$ cat src/rtl/mpi_pkt_pkg.sv
// Shared definitions for collective packets: opcodes, packet type codes,
// packet and newcomm field positions, and the packet assembly function.
package mpi_pkt_pkg;

  localparam int PKT_W = 84;

  localparam logic [3:0] OP_SHORT_REDUCE     = 4'b1100;
  localparam logic [3:0] OP_LARGE_REDUCE     = 4'b1101;
  localparam logic [3:0] OP_SHORT_ALLREDUCE  = 4'b1110;
  localparam logic [3:0] OP_LARGE_ALLREDUCE  = 4'b1111;

  localparam logic [2:0] PT_REDUCE_ME = 3'b101;
  localparam logic [2:0] PT_X         = 3'b001;
  localparam logic [2:0] PT_Y         = 3'b011;

  localparam int PKT_TYPE_LSB = 81;
  localparam int PKT_DST_LSB  = 72;
  localparam int PKT_SRC_LSB  = 63;
  localparam int PKT_RANK_LSB = 54;
  localparam int PKT_CTX_LSB  = 46;
  localparam int PKT_SEQ_LSB  = 38;
  localparam int PKT_OP_LSB   = 32;
  localparam int PKT_PL_LSB   = 0;

  localparam int NC_VALID    = 49;
  localparam int NC_CTX_LSB  = 41;
  localparam int NC_RANK_LSB = 23;

  function automatic logic [PKT_W-1:0] build_pkt(
    input logic [2:0]  ptype,
    input logic [8:0]  dst,
    input logic [8:0]  src,
    input logic [8:0]  rank,
    input logic [7:0]  ctx,
    input logic [7:0]  seq,
    input logic [3:0]  opcode,
    input logic [31:0] payload
  );
    logic [PKT_W-1:0] p;
    p = '0;
    p[PKT_TYPE_LSB +: 3] = ptype;
    p[PKT_DST_LSB  +: 9] = dst;
    p[PKT_SRC_LSB  +: 9] = src;
    p[PKT_RANK_LSB +: 9] = rank;
    p[PKT_CTX_LSB  +: 8] = ctx;
    p[PKT_SEQ_LSB  +: 8] = seq;
    p[PKT_OP_LSB   +: 4] = opcode;
    p[PKT_PL_LSB   +: 32] = payload;
    return p;
  endfunction

  function automatic logic is_reduce(input logic [3:0] op);
    return (op == OP_SHORT_REDUCE) || (op == OP_LARGE_REDUCE);
  endfunction

  function automatic logic is_allreduce(input logic [3:0] op);
    return (op == OP_SHORT_ALLREDUCE) || (op == OP_LARGE_ALLREDUCE);
  endfunction

endpackage

$ cat src/rtl/pkt_builder.sv
// Combinational assembly of one 84-bit collective packet from its fields.
module pkt_builder
  import mpi_pkt_pkg::*;
(
  input  logic [2:0]       ptype_i,
  input  logic [8:0]       dst_i,
  input  logic [8:0]       src_i,
  input  logic [8:0]       rank_i,
  input  logic [7:0]       ctx_i,
  input  logic [7:0]       seq_i,
  input  logic [3:0]       opcode_i,
  input  logic [31:0]      payload_i,
  output logic [PKT_W-1:0] pkt_o
);
  assign pkt_o = build_pkt(ptype_i, dst_i, src_i, rank_i, ctx_i, seq_i, opcode_i, payload_i);
endmodule

$ cat src/rtl/collective_injector.sv
// Node-side injection sequencer: accepts one host collective command at a time
// and drives reduce_me plus x/y inject packets for exactly one cycle.
module collective_injector
  import mpi_pkt_pkg::*;
#(
  parameter logic [8:0]  NODE_ADDR    = 9'd0,
  parameter logic [8:0]  X_NEIGH_ADDR = 9'd1,
  parameter logic [8:0]  Y_NEIGH_ADDR = 9'd8,
  parameter bit          X_USE_POS    = 1'b1,
  parameter bit          Y_USE_POS    = 1'b1,
  parameter int unsigned GAP_CYCLES   = 1
) (
  input  logic              clk,
  input  logic              rst,
  input  logic [49:0]       newcomm,
  input  logic              cmd_valid,
  output logic              cmd_ready,
  input  logic [3:0]        cmd_opcode,
  input  logic [31:0]       cmd_payload,
  output logic [PKT_W-1:0]  reduce_me,
  output logic [PKT_W-1:0]  xpos_inject,
  output logic [PKT_W-1:0]  xneg_inject,
  output logic [PKT_W-1:0]  ypos_inject,
  output logic [PKT_W-1:0]  yneg_inject,
  output logic              cmd_err,
  output logic              busy,
  output logic [7:0]        seq
);

  localparam logic [1:0] S_IDLE = 2'd0;
  localparam logic [1:0] S_EMIT = 2'd1;
  localparam logic [1:0] S_GAP  = 2'd2;

  localparam logic [3:0] GAP_LAST = (GAP_CYCLES == 0) ? 4'd0 : 4'(GAP_CYCLES - 1);

  logic [1:0]  state_q, state_d;
  logic [7:0]  seq_q, seq_d;
  logic [3:0]  gap_q, gap_d;
  logic [7:0]  ctx_q, ctx_d;
  logic [8:0]  rank_q, rank_d;
  logic        comm_ok_q, comm_ok_d;
  logic [3:0]  op_q, op_d;
  logic [31:0] payload_q, payload_d;
  logic        all_q, all_d;
  logic        err_q, err_d;

  logic        accept;
  logic        newcomm_unused;

  assign newcomm_unused = ^{newcomm[NC_RANK_LSB-1:0], newcomm[NC_CTX_LSB-1:NC_RANK_LSB+9]};
  assign accept         = cmd_valid && cmd_ready;

  always_comb begin
    state_d   = state_q;
    seq_d     = seq_q;
    gap_d     = gap_q;
    ctx_d     = ctx_q;
    rank_d    = rank_q;
    comm_ok_d = comm_ok_q;
    op_d      = op_q;
    payload_d = payload_q;
    all_d     = all_q;
    err_d     = 1'b0;
    case (state_q)
      S_IDLE: begin
        if (newcomm[NC_VALID]) begin
          ctx_d     = newcomm[NC_CTX_LSB +: 8];
          rank_d    = newcomm[NC_RANK_LSB +: 9];
          comm_ok_d = 1'b1;
        end
        if (accept) begin
          if (is_reduce(cmd_opcode) || is_allreduce(cmd_opcode)) begin
            state_d   = S_EMIT;
            op_d      = cmd_opcode;
            payload_d = cmd_payload;
            all_d     = is_allreduce(cmd_opcode);
          end else begin
            err_d = 1'b1;
          end
        end
      end
      S_EMIT: begin
        seq_d = seq_q + 8'd1;
        if (GAP_CYCLES == 0) begin
          state_d = S_IDLE;
        end else begin
          state_d = S_GAP;
          gap_d   = GAP_LAST;
        end
      end
      S_GAP: begin
        if (gap_q == 4'd0) state_d = S_IDLE;
        else               gap_d   = gap_q - 4'd1;
      end
      default: state_d = S_IDLE;
    endcase
  end

  always_ff @(posedge clk or posedge rst) begin
    if (rst) begin
      state_q   <= S_IDLE;
      seq_q     <= 8'd0;
      gap_q     <= 4'd0;
      ctx_q     <= 8'd0;
      rank_q    <= 9'd0;
      comm_ok_q <= 1'b0;
      op_q      <= 4'd0;
      payload_q <= 32'd0;
      all_q     <= 1'b0;
      err_q     <= 1'b0;
    end else begin
      state_q   <= state_d;
      seq_q     <= seq_d;
      gap_q     <= gap_d;
      ctx_q     <= ctx_d;
      rank_q    <= rank_d;
      comm_ok_q <= comm_ok_d;
      op_q      <= op_d;
      payload_q <= payload_d;
      all_q     <= all_d;
      err_q     <= err_d;
    end
  end

  logic [PKT_W-1:0] red_pkt, x_pkt, y_pkt, x_live, y_live;
  logic             emit;

  pkt_builder u_red (
    .ptype_i(PT_REDUCE_ME), .dst_i(NODE_ADDR), .src_i(NODE_ADDR), .rank_i(rank_q),
    .ctx_i(ctx_q), .seq_i(seq_q), .opcode_i(op_q), .payload_i(payload_q), .pkt_o(red_pkt)
  );
  pkt_builder u_x (
    .ptype_i(PT_X), .dst_i(X_NEIGH_ADDR), .src_i(NODE_ADDR), .rank_i(rank_q),
    .ctx_i(ctx_q), .seq_i(seq_q), .opcode_i(op_q), .payload_i(payload_q), .pkt_o(x_pkt)
  );
  pkt_builder u_y (
    .ptype_i(PT_Y), .dst_i(Y_NEIGH_ADDR), .src_i(NODE_ADDR), .rank_i(rank_q),
    .ctx_i(ctx_q), .seq_i(seq_q), .opcode_i(op_q), .payload_i(payload_q), .pkt_o(y_pkt)
  );

  // Outputs derive from registered state, so an async reset clears them at once.
  assign emit      = (state_q == S_EMIT);
  assign reduce_me = emit ? red_pkt : '0;
  assign x_live    = (emit && all_q) ? x_pkt : '0;
  assign y_live    = (emit && all_q) ? y_pkt : '0;

  generate
    if (X_USE_POS) begin : g_xpos
      assign xpos_inject = x_live;
      assign xneg_inject = '0;
    end else begin : g_xneg
      assign xpos_inject = '0;
      assign xneg_inject = x_live;
    end
    if (Y_USE_POS) begin : g_ypos
      assign ypos_inject = y_live;
      assign yneg_inject = '0;
    end else begin : g_yneg
      assign ypos_inject = '0;
      assign yneg_inject = y_live;
    end
  endgenerate

  assign cmd_ready = (state_q == S_IDLE) && comm_ok_q;
  assign busy      = (state_q == S_EMIT) || (state_q == S_GAP);
  assign cmd_err   = err_q;
  assign seq       = seq_q;

endmodule

$ cat config.mk
export PLATFORM = sky130hd
export DESIGN_NAME = collective_injector
export DESIGN_NICKNAME = d
export VERILOG_FILES = /design/src/rtl/mpi_pkt_pkg.sv /design/src/rtl/pkt_builder.sv /design/src/rtl/collective_injector.sv
export SDC_FILE = /design/constraint.sdc
export NUM_CORES = 1
export LEC_CHECK = 0
export BUFFER_PORTS_ARGS = -buffer_cell sky130_fd_sc_hd__buf_2
export CORE_AREA = 5 5 198 200
export DETAILED_ROUTE_END_ITERATION = 8
export DIE_AREA = 0 0 203 205
export PLACE_DENSITY = 0.44
export SETUP_SLACK_MARGIN = 0.05
export SLEW_MARGIN = 20
export SYNTH_ARGS = -nofsm -noshare
export SYNTH_HDL_FRONTEND = slang
export SYNTH_SLANG_ARGS = --single-unit
$ cat constraint.sdc
create_clock -name clk -period 2.62 [get_ports clk]
set_input_delay 0.131 -clock clk [delete_from_list [all_inputs] [get_ports clk]]
set_output_delay 0.131 -clock clk [all_outputs]
set_load 0.03 [all_outputs]
==> flow_summary_export.csv <==
group,metric,value,unit
outcome,status,"finished clean",
finish,drive_gt1_share,36.3,%
worst_setup_path,slowest_stage,"dfrtp_1",
logic_synthesis,seq_area_frac_synth,29.7,%
sta,final_hold_viol_count,0,
die,die_y,205,microns
worst_setup_path,cpPeakStageDelay,0.40,ns
worst_setup_path,worstSetupStartpoint,"state_q[1]",
finish,finalInstanceArea,0.00716,sq mm
worst_setup_path,cp-start-kind,"flop",
logic_synthesis,synth_area_leader_cell,"buf_4",
logic_synthesis,synth_warnings,0,
power,p_total,6.81,mW
logic_synthesis,yosys_register_bits,70,
global_route,grt_usage,7.32,%
logic_synthesis,synthCells,631,
sta,finalSetupViolCount,0,
global_route,grt-ovfl-total,0,
placement,routabilityCongestion,0.706,
sta,finalCriticalPeriod,2.29,ns
sta,finalClockSkew,0.0132,ns
clock_tree,postCtsSetupBuffers,0,
hold_path,whs_path_depth,2,
hold_path,hold_start,"cmd_payload[0]",
clock_tree,htree_levels,3,
worst_setup_path,worst-path-buf-inv,3,
placement,place_hpwl,12.7,mm
die,row_count,71,
detailed_routing,finalWirelength,16.6,mm
global_route,grt_pass1_wl,23.4,mm
sta,layout_setup_ws,0.330,ns
placement,placed_area,0.00639,sq mm
worst_setup_path,arrival,2.16,ns
placement,dp_slack,0.624,ns
sta,grt_setup_unrepaired,"false",
logic_synthesis,synth_xor_area_share,1.04,%
global_route,antenna_found_initial,0,
finish,syn_to_final_growth,21.4,%
worst_setup_path,cp_num_cells,5,
power,power_density,950,mW/mm^2
die,die-area,0.0416,sq mm
clock_tree,cts_num_sinks,70,
logic_synthesis,synth_compound_area_share,1.06,%
hold_path,hold_path.class,"in2reg",
detailed_routing,drtAntennaViolNets,0,
logic_synthesis,synth_top_flop_cell,"dfrtp_1",
sta,whs,0.0242,ns
placement,dp.cells,1275,
detailed_routing,vias,4216,
sta,max_freq,0.437,GHz
worst_setup_path,rr_startpoint,"state_q[1]",
clock_tree,ctsRootBufferMaster,"clkbuf_16",
worst_setup_path,ff2ff_path_depth,6,
logic_synthesis,synth_top_area_share,37.8,%
power,leakagePower,4.23,nW
placement,port_buffers,257,
worst_setup_path,critPathRequiredTime,2.49,ns
power,ir_worst_vdd,0.000458,V
clock_tree,ctsLongestPathBuffers,2,
finish,finalNetCount,957,
die,placeableCoreArea,0.0372,sq mm
logic_synthesis,synth_area_leaders,"buf_4 (38%), dfrtp_1 (30%), and2_1 (6.7%), and3_1 (6.5%), mux2_1 (5.3%)",
logic_synthesis,synth-async-reset-ratio,100,%
clock_tree,numCtsBuffers,9,
logic_synthesis,synth_edf_count,0,
logic_synthesis,yosys.cell_types.count,35,
detailed_routing,drt-wirelength-per-cell,12.4,microns
clock_tree,cts_tree,"yes",
worst_setup_path,crit_path_max_fanout,38,
worst_setup_path,critPathTopFamily,"buffers and inverters",
logic_synthesis,synth.most_common_cell,"buf_4",
sta,finalSetupTns,0,ns
logic_synthesis,synth_common_cells,"buf_4 (297), dfrtp_1 (70), and2_1 (63), and3_1 (61), mux2_1 (28)",
global_route,grt_pass1_vias,3920,
detailed_routing,via_per_inst,3.14,
finish,seq_area,0.00175,sq mm
detailed_routing,dr.pass1.iters,4,
global_route,grt_max_degree,55,
finish,nFillCells,4127,
sta,slew-limit-headroom,35.9,%
clock_tree,clkTransAtPathRegs,0.06,ns
detailed_routing,dr.first_iter.drc_count,126,
logic_synthesis,yosys.area_share.simple,16.0,%
logic_synthesis,synthMuxAreaShare,10.5,%
finish,instances_no_fill,1341,
flow_run,cap_violations,0,
worst_setup_path,path_class,"reg2out",
die,start_util,15.9,%
detailed_routing,drc,0,
sta,maxSlewViolCount,0,
finish,multi_input_area,0.00265,sq mm
logic_synthesis,synthAdderAreaFrac,1.48,%
sta,period_share,87.4,%
finish,final_util,19.2,%
worst_setup_path,path_cells,"inv_1, ha_4, buf_4, and3_1, buf_2",
sta,worst_pin_slew,0.961,ns
logic_synthesis,synth.avg_cell_area,9.36,sq um
die,die_w,203,microns
worst_setup_path,setup.worst_path.end_class,"output port",
logic_synthesis,synth_top_family_by_area,"buffers and inverters",
logic_synthesis,netlist_area,0.00590,sq mm
die,pin_count,520,
clock_tree,clock_latency,0.35,ns
==> layout by cell type (no fill, tap or decap), drive strengths merged, types with 2 or more instances in the layout <==
cell type / count
buf: 264
conb: 230
dfrtp: 70
and2: 63
and3: 61
mux2: 54
dlygate4sd3: 49
clkbuf: 11
nand2: 7
ha: 7
nor2: 6
inv: 6
xor2: 4
o21ai: 4
nand4: 3
xnor2: 3
clkinv: 3
nand3: 3
a21oi: 2
or2: 2
nor3: 2
clkinvlp: 2
==> metal layers <==
layer | global-route usage (%) | wire length (microns) | vias up | part of all wire [%]
met2 | 13.1 | 8520 | 264 | 51
met1 | 8.18 | 6200 | 1977 | 37
met4 | 2.47 | 237 | 0 | 1.4
met5 | 0 | 0 | - | 0
li1 | - | - | 1964 | -
met3 | 2.47 | 1660 | 11 | 10
==> cell type report <==
cell class	instances	area share, %
tap	474	8.28
sequential	70	24.5
antenna	1	0.0349
timing repair buffer	313	26.1
multi-input combinational	461	37.0
clock buffer	11	3.39
inverter	6	0.332
clock inverter	5	0.472
==> timing repair <==
item                      CTS  global route
hold endpoints to repair   80             0
resized for setup           0             0
hold buffers               49             0
==> registers in the layout, summed over array words and instances (netlist names), 2 cells and up <==
register / cells
op_q: 4
payload_q: 32
state_q: 2
seq: 8
ctx_q: 8
gap_q: 4
rank_q: 9
==> final timing paths <==
path	endpoint	slack, ns
worst max-delay path	xpos_inject[9]	0.33
worst min-delay path	payload_q[0]	0.02
worst max register to register	payload_q[15]	0.69
worst min register to register	op_q[2]	0.49
max in group asynchronous	all_q	1.51
min in group asynchronous	op_q[0]	0.42
==> cells by family after synthesis <==
kind of cell / Yosys count
buffers and inverters: 329
AOI/OAI and AO/OA: 10
xor gates and xnor gates: 7
other: 1
adders and majority gates: 7
and+or+nand+nor: 152
DFF: 70
muxes: 55
==> power breakdown <==
part / switching (mW) / internal, mW
sequential: 0.492 / 1.53
combinational: 2.47 / 1.09
clock: 0.546 / 0.669
total: 3.51 / 3.30
No activity file was read; power rests on OpenSTA's default activity.
